<file path="src/rtl/mul_pkg.sv">
// rtl/mul_pkg.sv - multiply opcodes, writeback state encoding and helpers
package mul_pkg;

  localparam logic [2:0] MUL_MUL   = 3'b000;
  localparam logic [2:0] MUL_MLA   = 3'b001;
  localparam logic [2:0] MUL_UMULL = 3'b100;
  localparam logic [2:0] MUL_UMLAL = 3'b101;
  localparam logic [2:0] MUL_SMULL = 3'b110;
  localparam logic [2:0] MUL_SMLAL = 3'b111;

  typedef enum logic [2:0] {
    ST_IDLE  = 3'd0,
    ST_ARM   = 3'd1,
    ST_WAIT  = 3'd2,
    ST_WR_LO = 3'd3,
    ST_WR_HI = 3'd4
  } wb_state_e;

  // Long forms (64-bit result, RdHi written) are identified by opcode bit 2.
  function automatic logic is_long(input logic [2:0] opcode);
    return opcode[2];
  endfunction

endpackage

</file>
<file path="src/rtl/mul_wb_if.sv">
// rtl/mul_wb_if.sv - issue, result, register-file write and flag signals of mul_wb
// MUL_WB_DUAL_WR_EN adds write port B.
interface mul_wb_if #(
  parameter int RA_W = 4,
  parameter int DW   = 32
);
  logic            i_issue;
  logic [2:0]      i_opcode;
  logic [RA_W-1:0] i_rd_lo;
  logic [RA_W-1:0] i_rd_hi;
  logic            i_set_flags;
  logic            i_res_vld;
  logic [DW-1:0]   i_res_lo;
  logic [DW-1:0]   i_res_hi;
  logic            i_rf_gnt;
  logic            o_rf_we;
  logic [RA_W-1:0] o_rf_waddr;
  logic [DW-1:0]   o_rf_wdata;
  logic            o_flag_we;
  logic            o_flag_n;
  logic            o_flag_z;
  logic            o_busy;
`ifdef MUL_WB_DUAL_WR_EN
  logic            o_rf_we_b;
  logic [RA_W-1:0] o_rf_waddr_b;
  logic [DW-1:0]   o_rf_wdata_b;
`endif

  modport slave (
    input  i_issue, i_opcode, i_rd_lo, i_rd_hi, i_set_flags,
    input  i_res_vld, i_res_lo, i_res_hi, i_rf_gnt,
`ifdef MUL_WB_DUAL_WR_EN
    output o_rf_we_b, o_rf_waddr_b, o_rf_wdata_b,
`endif
    output o_rf_we, o_rf_waddr, o_rf_wdata,
    output o_flag_we, o_flag_n, o_flag_z, o_busy
  );

  modport master (
    output i_issue, i_opcode, i_rd_lo, i_rd_hi, i_set_flags,
    output i_res_vld, i_res_lo, i_res_hi, i_rf_gnt,
`ifdef MUL_WB_DUAL_WR_EN
    input  o_rf_we_b, o_rf_waddr_b, o_rf_wdata_b,
`endif
    input  o_rf_we, o_rf_waddr, o_rf_wdata,
    input  o_flag_we, o_flag_n, o_flag_z, o_busy
  );

endinterface

</file>
<file path="src/rtl/mul_flag_gen.sv">
// rtl/mul_flag_gen.sv - N/Z flags of a 32-bit or 64-bit multiply result
module mul_flag_gen #(
  parameter int DW = 32
) (
  input  logic [DW-1:0] res_lo,
  input  logic [DW-1:0] res_hi,
  input  logic          long_op,
  output logic          flag_n,
  output logic          flag_z
);

  assign flag_n = long_op ? res_hi[DW-1] : res_lo[DW-1];
  assign flag_z = (res_lo == '0) && (!long_op || (res_hi == '0));

endmodule

</file>
<file path="src/rtl/mul_wb.sv">
// rtl/mul_wb.sv - multiply writeback: latch destination at issue, write RdLo/RdHi, update N/Z
// MUL_WB_DUAL_WR_EN: long forms write RdHi on port B in the same cycle as RdLo.
module mul_wb
  import mul_pkg::*;
#(
  parameter int RA_W = 4,
  parameter int DW   = 32
) (
  input logic   clk,
  input logic   rst,
  input logic   en,
  mul_wb_if.slave bus
);

  wb_state_e       state_q, state_d;
  logic            long_q;
  logic            set_flags_q;
  logic [RA_W-1:0] rd_lo_q, rd_hi_q;
  logic [DW-1:0]   res_lo_q, res_hi_q;
  logic            gen_n, gen_z;

  logic            rf_we;
  logic [RA_W-1:0] rf_waddr;
  logic [DW-1:0]   rf_wdata;
  logic            flag_we, flag_n, flag_z;

  mul_flag_gen #(.DW(DW)) u_flag_gen (
    .res_lo  (res_lo_q),
    .res_hi  (res_hi_q),
    .long_op (long_q),
    .flag_n  (gen_n),
    .flag_z  (gen_z)
  );

  always_ff @(posedge clk or posedge rst) begin
    if (rst) begin
      state_q     <= ST_IDLE;
      long_q      <= 1'b0;
      set_flags_q <= 1'b0;
      rd_lo_q     <= '0;
      rd_hi_q     <= '0;
      res_lo_q    <= '0;
      res_hi_q    <= '0;
    end else if (en) begin
      state_q <= state_d;
      // Destination is only accepted from IDLE; an issue while busy is dropped.
      if (state_q == ST_IDLE && bus.i_issue) begin
        long_q      <= is_long(bus.i_opcode);
        set_flags_q <= bus.i_set_flags;
        rd_lo_q     <= bus.i_rd_lo;
        rd_hi_q     <= bus.i_rd_hi;
      end
      if (state_q == ST_WAIT && bus.i_res_vld) begin
        res_lo_q <= bus.i_res_lo;
        res_hi_q <= bus.i_res_hi;
      end
    end
  end

  always_comb begin
    state_d  = state_q;
    rf_we    = 1'b0;
    rf_waddr = '0;
    rf_wdata = '0;
    flag_we  = 1'b0;
    flag_n   = 1'b0;
    flag_z   = 1'b0;
`ifdef MUL_WB_DUAL_WR_EN
    bus.o_rf_we_b    = 1'b0;
    bus.o_rf_waddr_b = '0;
    bus.o_rf_wdata_b = '0;
`endif
    case (state_q)
      ST_IDLE:  if (bus.i_issue) state_d = ST_ARM;
      // Result valid seen in ARM is stale: the controller has not gone busy yet.
      ST_ARM:   state_d = ST_WAIT;
      ST_WAIT:  if (bus.i_res_vld) state_d = ST_WR_LO;
      ST_WR_LO: begin
        rf_we    = en;
        rf_waddr = rd_lo_q;
        rf_wdata = res_lo_q;
        flag_n   = gen_n;
        flag_z   = gen_z;
`ifdef MUL_WB_DUAL_WR_EN
        bus.o_rf_we_b    = en && long_q;
        bus.o_rf_waddr_b = long_q ? rd_hi_q : '0;
        bus.o_rf_wdata_b = long_q ? res_hi_q : '0;
        if (bus.i_rf_gnt) begin
          state_d = ST_IDLE;
          flag_we = en && set_flags_q;
        end
`else
        if (bus.i_rf_gnt) begin
          state_d = long_q ? ST_WR_HI : ST_IDLE;
          flag_we = en && set_flags_q && !long_q;
        end
`endif
      end
      ST_WR_HI: begin
        rf_we    = en;
        rf_waddr = rd_hi_q;
        rf_wdata = res_hi_q;
        flag_n   = gen_n;
        flag_z   = gen_z;
        if (bus.i_rf_gnt) begin
          state_d = ST_IDLE;
          flag_we = en && set_flags_q;
        end
      end
      default:  state_d = ST_IDLE;
    endcase
  end

  assign bus.o_rf_we    = rf_we;
  assign bus.o_rf_waddr = rf_waddr;
  assign bus.o_rf_wdata = rf_wdata;
  assign bus.o_flag_we  = flag_we;
  assign bus.o_flag_n   = flag_n;
  assign bus.o_flag_z   = flag_z;
  assign bus.o_busy     = (state_q != ST_IDLE);

endmodule

</file>
<file path="src/flat_wrapper.sv">
// flat-port wrapper written by rule: the top's interface ports become plain ports
module mul_wb_flat import mul_pkg::*;
#(
  parameter int RA_W = 4,
  parameter int DW   = 32
)
  (clk, rst, en, bus_i_issue, bus_i_opcode, bus_i_rd_lo, bus_i_rd_hi, bus_i_set_flags, bus_i_res_vld, bus_i_res_lo, bus_i_res_hi, bus_i_rf_gnt, bus_o_rf_we, bus_o_rf_waddr, bus_o_rf_wdata, bus_o_flag_we, bus_o_flag_n, bus_o_flag_z, bus_o_busy);
  mul_wb_if #(.RA_W(RA_W), .DW(DW)) bus_i ();
  input logic clk;
  input logic rst;
  input logic en;
  input wire logic [$bits(bus_i.i_issue)-1:0] bus_i_issue;
  input wire logic [$bits(bus_i.i_opcode)-1:0] bus_i_opcode;
  input wire logic [$bits(bus_i.i_rd_lo)-1:0] bus_i_rd_lo;
  input wire logic [$bits(bus_i.i_rd_hi)-1:0] bus_i_rd_hi;
  input wire logic [$bits(bus_i.i_set_flags)-1:0] bus_i_set_flags;
  input wire logic [$bits(bus_i.i_res_vld)-1:0] bus_i_res_vld;
  input wire logic [$bits(bus_i.i_res_lo)-1:0] bus_i_res_lo;
  input wire logic [$bits(bus_i.i_res_hi)-1:0] bus_i_res_hi;
  input wire logic [$bits(bus_i.i_rf_gnt)-1:0] bus_i_rf_gnt;
  output wire logic [$bits(bus_i.o_rf_we)-1:0] bus_o_rf_we;
  output wire logic [$bits(bus_i.o_rf_waddr)-1:0] bus_o_rf_waddr;
  output wire logic [$bits(bus_i.o_rf_wdata)-1:0] bus_o_rf_wdata;
  output wire logic [$bits(bus_i.o_flag_we)-1:0] bus_o_flag_we;
  output wire logic [$bits(bus_i.o_flag_n)-1:0] bus_o_flag_n;
  output wire logic [$bits(bus_i.o_flag_z)-1:0] bus_o_flag_z;
  output wire logic [$bits(bus_i.o_busy)-1:0] bus_o_busy;
  assign bus_i.i_issue = bus_i_issue;
  assign bus_i.i_opcode = bus_i_opcode;
  assign bus_i.i_rd_lo = bus_i_rd_lo;
  assign bus_i.i_rd_hi = bus_i_rd_hi;
  assign bus_i.i_set_flags = bus_i_set_flags;
  assign bus_i.i_res_vld = bus_i_res_vld;
  assign bus_i.i_res_lo = bus_i_res_lo;
  assign bus_i.i_res_hi = bus_i_res_hi;
  assign bus_i.i_rf_gnt = bus_i_rf_gnt;
  assign bus_o_rf_we = bus_i.o_rf_we;
  assign bus_o_rf_waddr = bus_i.o_rf_waddr;
  assign bus_o_rf_wdata = bus_i.o_rf_wdata;
  assign bus_o_flag_we = bus_i.o_flag_we;
  assign bus_o_flag_n = bus_i.o_flag_n;
  assign bus_o_flag_z = bus_i.o_flag_z;
  assign bus_o_busy = bus_i.o_busy;
  mul_wb #(.RA_W(RA_W), .DW(DW)) u_core (.clk(clk), .rst(rst), .en(en), .bus(bus_i));
endmodule
</file>
<file path="config.mk">
export PLATFORM = sky130hd
export DESIGN_NAME = mul_wb_flat
export DESIGN_NICKNAME = d
export VERILOG_FILES = /design/src/rtl/mul_pkg.sv /design/src/rtl/mul_wb_if.sv /design/src/rtl/mul_flag_gen.sv /design/src/rtl/mul_wb.sv /design/src/flat_wrapper.sv
export SDC_FILE = /design/constraint.sdc
export NUM_CORES = 1
export LEC_CHECK = 0
export ABC_AREA = 1
export CAP_MARGIN = 5
export CORE_MARGIN = 2
export CORE_UTILIZATION = 35
export CTS_CLUSTER_DIAMETER = 50
export CTS_CLUSTER_SIZE = 8
export DETAILED_ROUTE_END_ITERATION = 8
export MAX_ROUTING_LAYER = met4
export PLACE_DENSITY = 0.67
export SETUP_SLACK_MARGIN = 0.02
export SYNTH_ARGS = -nofsm -noshare
export SYNTH_HDL_FRONTEND = slang
export SYNTH_HIERARCHICAL = 1
export SYNTH_SLANG_ARGS = --single-unit
</file>
<file path="constraint.sdc">
create_clock -name clk -period 2.5 [get_ports clk]
set_input_delay 0.5 -clock clk [delete_from_list [all_inputs] [get_ports clk]]
set_output_delay 0.5 -clock clk [all_outputs]
set_load 0.005 [all_outputs]
</file>
==> metrics.md <==
| Metric | Value |
|---|---|
| Placed cell count | 715 |
| Sequential fraction of the synthesis area | roughly half |
| CORE AREA | 0.0107 mm^2 |
| Worst Path Buf+Inv | 2 |
| Final net count | 669 |
| I/O pin count | 123 |
| Cell Area, Synth | ~0.0038 mm^2 |
| Clk_lat worst skew | 0.35 ns |
| Total Routing Usage GR | approximately 17% |
| HP Class | register to register |
| Synthesized Nets | 550 |
| RSZ-0062 raised after global routing | yes |
| Clk slew on worst S/H paths | around 0.090 ns |
| Clock Skew | around 0.015 ns |
| Crit path cell chain | nor2_4 -> nand2_2 -> buf_8 -> o22ai_1 -> clkdlybuf4s50_1 |
| Worst Path Max Fanout | 28 |
| GRT met1 Usage | around 23% |
| CTS buffer count | 9 |
| Die area | approximately 0.012 mm^2 |
| DRC | 0 |
| H-tree depth | 3 |
| Top Usage Layer GRT | met2 |
| CTS tree | built |
| Tmin final | ~2.5 ns |
| Met2 Resource Use GR | ~28% |
| Ys Warns | 6 |
| Final core occ | approximately 50% |
| Final hold vios | 0 |
| Global placement routability congestion | between 0.7 and 0.8 |
| Cell-internal power | between 3000 and 4000 uW |
| Drt wl/cell | approximately 13 um |
| P per Cell Area | between 1000 and 1500 mW/mm^2 |
| Seq pwr share | 39.5% |
| # diodes | 0 |
| Worst-Margin Slew | 0.416 ns |
| First-pass GRT wire length | between 15000 and 20000 um |
| Die X | about 110 um |
| #FFs+latches synth | 77 |
| Leak pwr | 0.00261 uW |
| Cell count after synthesis | between 400 and 500 |
| Critical setup path kind | register to output port |
| Arr. time, crit path | 1.95 ns |
| Clock share of power | 19.3% |
| Outcome | finished clean |
| Slowest stage delay, CP | 0.54 ns |
| Slew Limit Fails | 0 |
| Startpoint types | register |
| Gate power share | about two fifths |
| # rows | 38 |
| Clock root buffer | clkbuf_8 |
| Largest net degree at the start of global routing | a little under 70 |
| Vias in the first global route | 3400 |
| Post-synthesis average cell area | 8.11 um^2 |
| Rel. slew slack | 72.3% |
| Switching share of total power | a little over a third |
| DR vias/cell | 4.65 |
| Gr ovfl total | 0 |
| Initial antenna violation count | 0 |
| Post-Layout Inst Area | approximately 0.0053 mm^2 |
| Sw power | ~1900 uW |
| CTS Hold Bufs | 0 |
| # clock sinks | 77 |
| Final setup fails | 0 |
| MaxCap Viol Count | 0 |
| DP Area | 0.00506 mm^2 |
| Area growth from synthesis to layout | 41.0% |
| Starting Density | between 30% and 40% |
| Peak VDD IR | about 0.0004 V |
| Fraction of layout cells with a size suffix above 1 | 7.77% |
| DRT antenna net count | 0 |
| Clock tree buffer depth | 2 |
| Die Ht | 108 um |
| Leading cell type in the layout, fill and taps excluded | clkdlybuf4s50_1 |
| Top Family by Delay on Critical Path | buffers and inverters |
| Worst path slowest cell | clkdlybuf4s50_1 |
| Period utilization | a little over nine tenths |
| Initial DRC Count | 160 |
| Met3 usage | 2.95% |
| Highest-count cells in the layout ignoring fill and taps | clkdlybuf4s50_1, nor2_1, inv_1 |
| Setup_tns | 0 ns |
| Synth unique cells | 18 |
| Vias | roughly 3400 |
| PortBufs | 120 |
| Fmax | 407 MHz |
| Non-Filler Instances | between 700 and 800 |
| DRT Wirelength | roughly 9500 um |
| Critical Path End Type | output port |
| Router iterations before antenna repair | 4 |
| Critical Path RT | approximately 2 ns |
| Post-DP HPWL | roughly 6900 um |
==> sequential cells by signal, summed over array words and instances, names as in the netlist <==
register and count:
u_core/set_flags_q 1, u_core/rd_lo_q 4, u_core/res_lo_q 32, u_core/state_q 3, u_core/long_q 1, u_core/res_hi_q 32
u_core/rd_hi_q 4
==> stage by stage <==
step	hold slack [ns]	worst slack [ns]	total power, uW
after floorplan	0.459	0.0333	3380
after global placement	0.476	0.215	4280
after detailed placement	0.482	0.194	4360
after CTS	0.502	0.0143	5440
after global routing	0.529	-0.0306	5860
final	0.501	0.0454	5430
==> worst reg2reg max path: stages (launching register included) <==
cell and delay, ns:
dfrtp_1 0.38, buf_4 0.19, nor2_4 0.16, nand4_4 0.16, buf_12 0.23, nor2_1 0.19
a21oi_1 0.06
==> path summary, 6_finish.rpt <==
check	start	endpoint	slack, ns	cells after the start
worst max-delay path	u_core/state_q[0]	bus_o_rf_wdata[20]	0.05	5
worst min-delay path	u_core/rd_hi_q[2]	u_core/rd_hi_q[2]	0.50	2
worst max register to register	u_core/state_q[2]	u_core/res_hi_q[15]	1.02	6
worst min register to register	u_core/rd_hi_q[2]	u_core/rd_hi_q[2]	0.50	2
max in group asynchronous	rst	u_core/state_q[0]	1.58	3
min in group asynchronous	rst	u_core/res_hi_q[28]	0.52	3
==> cell type report <==
cell class                 instances  area (um^2)
tap                              140          175
timing repair buffer             132         1350
sequential                        77         1930
clock buffer                      11          141
inverter                          84          317
multi-input combinational        283         1360
fill                            1046         5350
clock inverter                     5         82.6
==> cell usage after synthesis, drive strengths merged <==
master | n | area [um^2]
nor2 | 113 | 447
inv | 84 | 315
dfrtp | 77 | 1930
a21oi | 65 | 325
nand2 | 39 | 149
o22ai | 28 | 175
buf | 21 | 199
o21ai | 17 | 85.1
nand3 | 14 | 70.1
nand4 | 6 | 52.6
clkbuf | 3 | 41.3
a211oi | 1 | 7.51
==> per-layer routing <==
layer,vias up,wire [um]
met3,7,404
met2,77,4660
met4,0,82
li1,1723,-
met5,-,0
met1,1600,4400
==> kinds of logic (layout without fill, tap and decap cells) <==
group	count (synthesis)	in the layout	share of synthesized area, %
DFF	77	77	50.8
AOI/OAI and AO/OA	111	111	15.6
and+or+nand+nor	172	172	18.9
buffers and inverters	108	232	14.6
==> power groups by stage <==
stage	clock network (uW)	registers, uW	logic [uW]
global route	1130	2210	2520
finish	1050	2140	2240
global placement	0	2140	2150
floorplan	0	2080	1300
CTS	1080	2140	2230
detailed placement	0	2160	2200
==> what timing repair did <==
action	4_1_cts	5_1_grt
setup buffers	0	1
endpoints found under the setup margin	32	24
resized for setup	7	12
Note: power is estimated with default switching activity, not from simulation.
